File: config.mk
export PLATFORM = sky130hd
export DESIGN_NAME = mc_ctrl_unit
export DESIGN_NICKNAME = d
export VERILOG_FILES = /design/src/rtl/mc_ctrl_pkg.sv /design/src/rtl/mc_ctrl_decode.sv /design/src/rtl/mc_ctrl_unit.sv
export SDC_FILE = /design/constraint.sdc
export NUM_CORES = 1
export LEC_CHECK = 0
export CAP_MARGIN = 20
export CORE_ASPECT_RATIO = 1.4
export CORE_UTILIZATION = 46
export DETAILED_ROUTE_END_ITERATION = 16
export PLACE_DENSITY = 0.76
export SYNTH_ARGS = -nofsm -noshare
export SYNTH_HDL_FRONTEND = slang
export SYNTH_SLANG_ARGS = --single-unit
File: constraint.sdc
create_clock -name clk -period 3.5 [get_ports clk]
set_input_delay 0.875 -clock clk [delete_from_list [all_inputs] [get_ports clk]]
set_output_delay 0.875 -clock clk [all_outputs]
set_load 0.05 [all_outputs]
File: src/rtl/mc_ctrl_pkg.sv
// Shared encodings for the multicycle control unit: FSM states, opcodes,
// ALU operation codes and datapath mux selects.
package mc_ctrl_pkg;

  typedef enum logic [2:0] {
    S_IF     = 3'b000,
    S_ID     = 3'b001,
    S_EXE_LS = 3'b010,
    S_MEM    = 3'b011,
    S_WB_LD  = 3'b100,
    S_EXE_BR = 3'b101,
    S_EXE_AL = 3'b110,
    S_WB_AL  = 3'b111
  } state_e;

  localparam logic [5:0] OP_ADD  = 6'b000000;
  localparam logic [5:0] OP_SUB  = 6'b000001;
  localparam logic [5:0] OP_ADDI = 6'b000010;
  localparam logic [5:0] OP_OR   = 6'b010000;
  localparam logic [5:0] OP_AND  = 6'b010001;
  localparam logic [5:0] OP_ORI  = 6'b010010;
  localparam logic [5:0] OP_SLL  = 6'b011000;
  localparam logic [5:0] OP_SLT  = 6'b100110;
  localparam logic [5:0] OP_SW   = 6'b110000;
  localparam logic [5:0] OP_LW   = 6'b110001;
  localparam logic [5:0] OP_BEQ  = 6'b110100;
  localparam logic [5:0] OP_BNE  = 6'b110101;
  localparam logic [5:0] OP_J    = 6'b111000;
  localparam logic [5:0] OP_JR   = 6'b111001;
  localparam logic [5:0] OP_JAL  = 6'b111010;
  localparam logic [5:0] OP_HALT = 6'b111111;

  localparam logic [2:0] ALU_ADD = 3'd0;
  localparam logic [2:0] ALU_SUB = 3'd1;
  localparam logic [2:0] ALU_AND = 3'd2;
  localparam logic [2:0] ALU_OR  = 3'd3;
  localparam logic [2:0] ALU_SLT = 3'd4;
  localparam logic [2:0] ALU_SLL = 3'd5;

  localparam logic [1:0] PC_SRC_PC4  = 2'b00;
  localparam logic [1:0] PC_SRC_BR   = 2'b01;
  localparam logic [1:0] PC_SRC_JUMP = 2'b10;
  localparam logic [1:0] PC_SRC_REG  = 2'b11;

  localparam logic [1:0] REG_DST_RT  = 2'b00;
  localparam logic [1:0] REG_DST_RD  = 2'b01;
  localparam logic [1:0] REG_DST_R31 = 2'b10;

  localparam logic [1:0] EXT_ZERO  = 2'b00;
  localparam logic [1:0] EXT_SIGN  = 2'b01;
  localparam logic [1:0] EXT_SHAMT = 2'b10;

  // Immediate-form ALU ops write rt instead of rd.
  function automatic logic is_imm_op(input logic [5:0] op);
    return (op == OP_ADDI) || (op == OP_ORI);
  endfunction

endpackage

File: src/rtl/mc_ctrl_decode.sv
// Combinational half of the control unit: datapath strobes and next state
// from the current state, opcode, ALU zero flag and qualified memory ready.
module mc_ctrl_decode
  import mc_ctrl_pkg::*;
#(
  parameter int OPW    = 6,
  parameter int ALUOPW = 3
) (
  input  state_e            state,
  input  logic [OPW-1:0]    opcode,
  input  logic              zero,
  input  logic              ready,
  input  logic              halted,
  output state_e            next_state,
  output logic              pc_we,
  output logic              ir_we,
  output logic              reg_we,
  output logic [1:0]        pc_src,
  output logic [1:0]        reg_dst,
  output logic              wr_data_sel,
  output logic              alu_src_a,
  output logic              alu_src_b,
  output logic [1:0]        ext_sel,
  output logic [ALUOPW-1:0] alu_op,
  output logic              mem_req,
  output logic              mem_we,
  output logic              mem_to_reg,
  output logic              retire,
  output logic              illegal_det,
  output logic              set_halt
);

  logic [5:0] op6;
  logic       upper_ok;

  assign op6      = opcode[5:0];
  assign upper_ok = ((opcode >> 6) == '0);

  // Per-state strobes; anything a state does not drive stays 0.
  always_comb begin
    next_state  = state;
    pc_we       = 1'b0;
    ir_we       = 1'b0;
    reg_we      = 1'b0;
    pc_src      = PC_SRC_PC4;
    reg_dst     = REG_DST_RT;
    wr_data_sel = 1'b0;
    alu_src_a   = 1'b0;
    alu_src_b   = 1'b0;
    ext_sel     = EXT_ZERO;
    alu_op      = '0;
    mem_req     = 1'b0;
    mem_we      = 1'b0;
    mem_to_reg  = 1'b0;
    retire      = 1'b0;
    illegal_det = 1'b0;
    set_halt    = 1'b0;
    case (state)
      S_IF: begin
        // A halted core parks here with the memory request dropped.
        if (!halted) begin
          mem_req = 1'b1;
          if (ready) begin
            ir_we      = 1'b1;
            pc_we      = 1'b1;
            next_state = S_ID;
          end
        end
      end
      S_ID: begin
        next_state = S_IF;
        if (!upper_ok) begin
          illegal_det = 1'b1;
        end else begin
          case (op6)
            OP_J: begin
              pc_we  = 1'b1;
              pc_src = PC_SRC_JUMP;
              retire = 1'b1;
            end
            OP_JR: begin
              pc_we  = 1'b1;
              pc_src = PC_SRC_REG;
              retire = 1'b1;
            end
            OP_JAL: begin
              pc_we       = 1'b1;
              pc_src      = PC_SRC_JUMP;
              reg_we      = 1'b1;
              reg_dst     = REG_DST_R31;
              wr_data_sel = 1'b1;
              retire      = 1'b1;
            end
            OP_HALT: begin
              set_halt = 1'b1;
              retire   = 1'b1;
            end
            OP_BEQ, OP_BNE: next_state = S_EXE_BR;
            OP_SW, OP_LW:   next_state = S_EXE_LS;
            OP_ADD, OP_SUB, OP_ADDI, OP_OR, OP_AND, OP_ORI, OP_SLL, OP_SLT:
              next_state = S_EXE_AL;
            default: illegal_det = 1'b1;
          endcase
        end
      end
      S_EXE_AL: begin
        next_state = S_WB_AL;
        case (op6)
          OP_SUB: alu_op = ALUOPW'(ALU_SUB);
          OP_ADDI: begin
            alu_op    = ALUOPW'(ALU_ADD);
            alu_src_b = 1'b1;
            ext_sel   = EXT_SIGN;
          end
          OP_OR:  alu_op = ALUOPW'(ALU_OR);
          OP_AND: alu_op = ALUOPW'(ALU_AND);
          OP_ORI: begin
            alu_op    = ALUOPW'(ALU_OR);
            alu_src_b = 1'b1;
            ext_sel   = EXT_ZERO;
          end
          OP_SLL: begin
            alu_op    = ALUOPW'(ALU_SLL);
            alu_src_a = 1'b1;
            ext_sel   = EXT_SHAMT;
          end
          OP_SLT: begin
            alu_op  = ALUOPW'(ALU_SLT);
            ext_sel = EXT_SIGN;
          end
          default: alu_op = ALUOPW'(ALU_ADD);
        endcase
      end
      S_WB_AL: begin
        reg_we     = 1'b1;
        reg_dst    = is_imm_op(op6) ? REG_DST_RT : REG_DST_RD;
        retire     = 1'b1;
        next_state = S_IF;
      end
      S_EXE_BR: begin
        // BNE inverts the sense of the zero flag.
        alu_op     = ALUOPW'(ALU_SUB);
        pc_src     = PC_SRC_BR;
        pc_we      = zero ^ (op6 == OP_BNE);
        retire     = 1'b1;
        next_state = S_IF;
      end
      S_EXE_LS: begin
        alu_op     = ALUOPW'(ALU_ADD);
        alu_src_b  = 1'b1;
        ext_sel    = EXT_SIGN;
        next_state = S_MEM;
      end
      S_MEM: begin
        mem_req = 1'b1;
        mem_we  = (op6 == OP_SW);
        if (ready) begin
          if (op6 == OP_SW) begin
            retire     = 1'b1;
            next_state = S_IF;
          end else begin
            next_state = S_WB_LD;
          end
        end
      end
      S_WB_LD: begin
        reg_we     = 1'b1;
        mem_to_reg = 1'b1;
        reg_dst    = REG_DST_RT;
        retire     = 1'b1;
        next_state = S_IF;
      end
      default: next_state = S_IF;
    endcase
  end

endmodule

File: src/rtl/mc_ctrl_unit.sv
// Multicycle CPU control unit: state register, halt flag, illegal-opcode
// pulse and retired-instruction counter around the combinational decoder.
// Memory handshake: the unit holds mem_req high in IF/MEM and advances only
// in a cycle where mem_ready is high; with MEM_WAIT=0 every access completes
// in its first cycle.
module mc_ctrl_unit
  import mc_ctrl_pkg::*;
#(
  parameter int OPW      = 6,
  parameter int ALUOPW   = 3,
  parameter int CNTW     = 32,
  parameter int MEM_WAIT = 1
) (
  input  logic              clk,
  input  logic              reset,
  input  logic [OPW-1:0]    opcode,
  input  logic              zero,
  input  logic              mem_ready,
  output logic              pc_we,
  output logic              ir_we,
  output logic              reg_we,
  output logic [1:0]        pc_src,
  output logic [1:0]        reg_dst,
  output logic              wr_data_sel,
  output logic              alu_src_a,
  output logic              alu_src_b,
  output logic [1:0]        ext_sel,
  output logic [ALUOPW-1:0] alu_op,
  output logic              mem_req,
  output logic              mem_we,
  output logic              mem_to_reg,
  output logic              halted,
  output logic              illegal,
  output logic [CNTW-1:0]   retired,
  output logic [2:0]        dbg_state
);

  state_e state;
  state_e next_state;
  logic   ready;
  logic   retire;
  logic   illegal_det;
  logic   set_halt;

  // Ready is forced low while reset is held so no enable fires in reset.
  assign ready     = reset & ((MEM_WAIT != 0) ? mem_ready : 1'b1);
  assign dbg_state = state;

  mc_ctrl_decode #(
    .OPW    (OPW),
    .ALUOPW (ALUOPW)
  ) u_decode (
    .state       (state),
    .opcode      (opcode),
    .zero        (zero),
    .ready       (ready),
    .halted      (halted),
    .next_state  (next_state),
    .pc_we       (pc_we),
    .ir_we       (ir_we),
    .reg_we      (reg_we),
    .pc_src      (pc_src),
    .reg_dst     (reg_dst),
    .wr_data_sel (wr_data_sel),
    .alu_src_a   (alu_src_a),
    .alu_src_b   (alu_src_b),
    .ext_sel     (ext_sel),
    .alu_op      (alu_op),
    .mem_req     (mem_req),
    .mem_we      (mem_we),
    .mem_to_reg  (mem_to_reg),
    .retire      (retire),
    .illegal_det (illegal_det),
    .set_halt    (set_halt)
  );

  // State register plus sticky halt, one-cycle illegal pulse and retire count.
  always_ff @(posedge clk or negedge reset) begin
    if (!reset) begin
      state   <= S_IF;
      halted  <= 1'b0;
      illegal <= 1'b0;
      retired <= '0;
    end else begin
      state   <= next_state;
      illegal <= illegal_det;
      if (set_halt) halted <= 1'b1;
      if (retire) retired <= retired + CNTW'(1);
    end
  end

endmodule

==> results.yml <==
layout:
  drive_gt1_share_pct: 17.51
  fillers: 311
  nets: 308
  fin_util_pct: 73.41
  area_growth_pct: 51.65
  diodes: 0
critical_path:
  crit_type: "input port to output port"
  start_kind: "input port"
  cp-end-kind: "output port"
  cp_max_fo: 3
  required_ps: 2620
  arrival_ps: 2530
  rr_worst_depth: 7
cts:
  cts_made_buffers: 5
  cts_root_buf: "clkbuf_8"
  cts_max_level: 2
  ctsHoldBuffers: 0
  clock-sinks: 37
  clk_pin_slew_worst_paths_ps: 60
  cts.path.max_buffers: 2
  clk_latency_ps: 280
  cts_tree: "yes"
global_route:
  grt_max_degree: 38
  grt_pass1_vias: 1833
  grt_pass1_wl_um: 8556
  antenna_found_initial: 0
  grt_remaining_overflow: 0
  track_usage_pct: 24.16
power_and_ir_drop:
  intPower_mw: 0.8874
  combinationalPowerShare_pct: 45.6
  clkPwrFrac_pct: 18.7
  power_density_nw_per_um2: 494.8
  netSwitchingFraction_pct: 42.36
  leakage_nw: 1.327
  pwr-share-seq_pct: 35.7
  p_total_mw: 1.540
  irDropWorstVdd_v: 0.0003841
  switching_power_mw: 0.6522
floorplan:
  die_h_um: 81.03
  die-area_um2: 4736
  core_area_um2: 4239
  start_util_pct: 48.41
  top_level_ports: 65
  die_w_um: 58.45
  row_count: 28
sta:
  holdWs_ps: 478.7
  setup_slack_ps: 96.82
  rsz0062_at_grt: "false"
  worst_pin_slew_ps: 680.7
  setup_viol: 0
  finalCritPeriodShare_pct: 97.23
  slew_headroom_pct: 54.23
  period_minus_slack_ps: 3403
  finalHoldViolCount: 0
  drv_slew: 0
  clock-skew-final_ps: 3.619
  max_freq_mhz: 293.8
  tns_ps: 0
detailed_routing:
  ant_nets: 0
  firstDrtPassIters: 4
  route.detailed.drc: 0
  via_per_inst: 5.277
  drtIter0Drc: 66
  vias: 1884
  routed_wl_um: 5143
  wire_per_inst_um: 14.41
synthesis:
  ys_types: 38
  synth_seq_cells: 37
  yosysWarnings: 0
  synth.net_count: 233
  synth_top_family_by_area: "simple AND/OR/NAND/NOR gates"
  synthMuxAreaShare_pct: 0
  synth_compound_area_share_pct: 8.415
  synthAdderAreaFrac_pct: 0.6098
  syn_inst: 222
  netlist_area_um2: 2052
  yosys.area_share.simple_pct: 29.21
  ys_seq_area_share_pct: 45.12
  synth_xor_area_share_pct: 14.09
  syn-mean-instance-area_um2: 9.243
hold_path:
  hold_depth: 1
  hp-class: "register to register"
run_status:
  status: "finished clean"
placed_design:
  io_buffers: 64
  place_congestion: 0.8528
  dp_hpwl_um: 4014
  pre_cts_slack_ps: 43.59
run:
  maxCapViolCount: 0
[cell type report]
| class | count | area [µm²] | share of cell area, % |
|---|---|---|---|
| multi-input cells | 172 | 1112 | 35.75 |
| inverters | 3 | 11.26 | 0.3619 |
| flip-flops and latches | 37 | 925.9 | 29.75 |
| repair buffers | 78 | 900.9 | 28.95 |
| clock buffers | 7 | 86.33 | 2.774 |
| well taps | 60 | 75.07 | 2.413 |
[power groups by stage]
stage                     Clock (mW)  Sequential [mW]  Combinational (mW)
after floorplan                    0            0.674               0.302
after global placement             0            0.556               0.699
after detailed placement           0            0.557               0.703
after CTS                      0.296            0.549               0.706
after global routing           0.312            0.561               0.740
final                          0.288            0.550               0.702
[layer usage]
layer	vias up	part of all wire [%]	track usage, %
li1	915	-	-
met3	18	5.3	4.936
met1	884	38	26.04
met4	0	3.5	15.24
met5	-	0	0
met2	67	53	42.53
[cells in the mapped netlist]
library cell / count / area share (%)
dfrtp_1: 37 / 45
xnor2_1: 22 / 9.4
nand2_1: 21 / 3.8
nor2_1: 21 / 3.8
nand3_1: 16 / 3.9
xor2_1: 11 / 4.7
a21oi_1: 9 / 2.2
o21ai_0: 9 / 2.2
and3_1: 8 / 2.4
clkbuf_1: 8 / 1.5
nand4_1: 7 / 2.1
nor2b_1: 7 / 2.1
nand2b_1: 4 / 1.2
nor3_1: 4 / 0.98
inv_1: 3 / 0.55
nor3_2: 3 / 1.5
nor4_1: 3 / 0.91
o31ai_1: 3 / 1.1
or3_1: 3 / 0.91
a211oi_1: 2 / 0.73
nor2_2: 2 / 0.61
nor3b_1: 2 / 0.73
nor4b_1: 2 / 0.85
a21o_1: 1 / 0.37
a31o_2: 1 / 0.43
and2_1: 1 / 0.31
and4_1: 1 / 0.43
buf_1: 1 / 0.18
buf_4: 1 / 0.37
ha_1: 1 / 0.61
nand3b_1: 1 / 0.37
nand4b_1: 1 / 0.43
nor4_4: 1 / 1.0
o21bai_1: 1 / 0.37
o31a_1: 1 / 0.43
o31ai_2: 1 / 0.61
or2_2: 1 / 0.31
or4_1: 1 / 0.37
[cells in the final DEF (no fill, tap or decap), types with 3 or more instances in the layout]
| master | Yosys | final |
|---|---|---|
| o31ai_1 | 3 | 3 |
| buf_12 | 0 | 16 |
| xnor2_1 | 22 | 22 |
| o21ai_0 | 9 | 8 |
| dfrtp_1 | 37 | 37 |
| xor2_1 | 11 | 11 |
| and3_1 | 8 | 8 |
| nand3_1 | 16 | 16 |
| clkdlybuf4s50_1 | 0 | 47 |
| clkbuf_8 | 0 | 6 |
| nand2_1 | 21 | 21 |
| buf_4 | 1 | 14 |
| nor2b_1 | 7 | 7 |
| nor3_2 | 3 | 5 |
| nor2_2 | 2 | 3 |
| nand4_1 | 7 | 7 |
| nor2_1 | 21 | 20 |
| a21oi_1 | 9 | 9 |
| nand2b_1 | 4 | 4 |
| inv_1 | 3 | 3 |
[path summary, 6_finish.rpt]
kind,from,end,slack (ps)
worst max-delay path,opcode[5],reg_dst[1],100
worst min-delay path,retired[31]$_DFFE_PN0P_,retired[31]$_DFFE_PN0P_,480
worst max register to register,dbg_state[1]$_DFFE_PN0P_,retired[22]$_DFFE_PN0P_,1310
worst min register to register,retired[31]$_DFFE_PN0P_,retired[31]$_DFFE_PN0P_,480
max in group asynchronous,reset,retired[31]$_DFFE_PN0P_,2500
min in group asynchronous,reset,retired[24]$_DFFE_PN0P_,680
[repair_timing]
action / 4_1_cts / 5_1_grt
resized for setup: 0 / 1
endpoints found under the hold margin: 0 / 0
endpoints found under the setup margin: 0 / 3
setup buffers: 0 / 0
[flip-flops by register name, indices dropped and copies added, names as in the netlist]
register   count
retired       32
dbg_state      3
halted         1
illegal        1
[cells by family (layout without fill, tap and decap cells)]
| group | after synthesis | in the layout |
|---|---|---|
| flops | 37 | 37 |
| buf+inv | 13 | 88 |
| xor+xnor | 33 | 33 |
| simple gates | 110 | 110 |
| compound gates | 28 | 28 |
| fa+ha+maj | 1 | 1 |
[through the flow]
stage / cells / instance area, µm²
after floorplan: 222 / 2092
after global placement: 350 / 3020
after detailed placement: 350 / 3020
after CTS: 357 / 3107
after global routing: 357 / 3112
final: 357 / 3112
[critical path, cell delays in order]
cell	delay, ps
clkdlybuf4s50_1	510
nand3_1	130
or3_4	380
nor4b_4	310
buf_4	190
buf_12	130
Note: power is estimated with default switching activity, not from simulation.
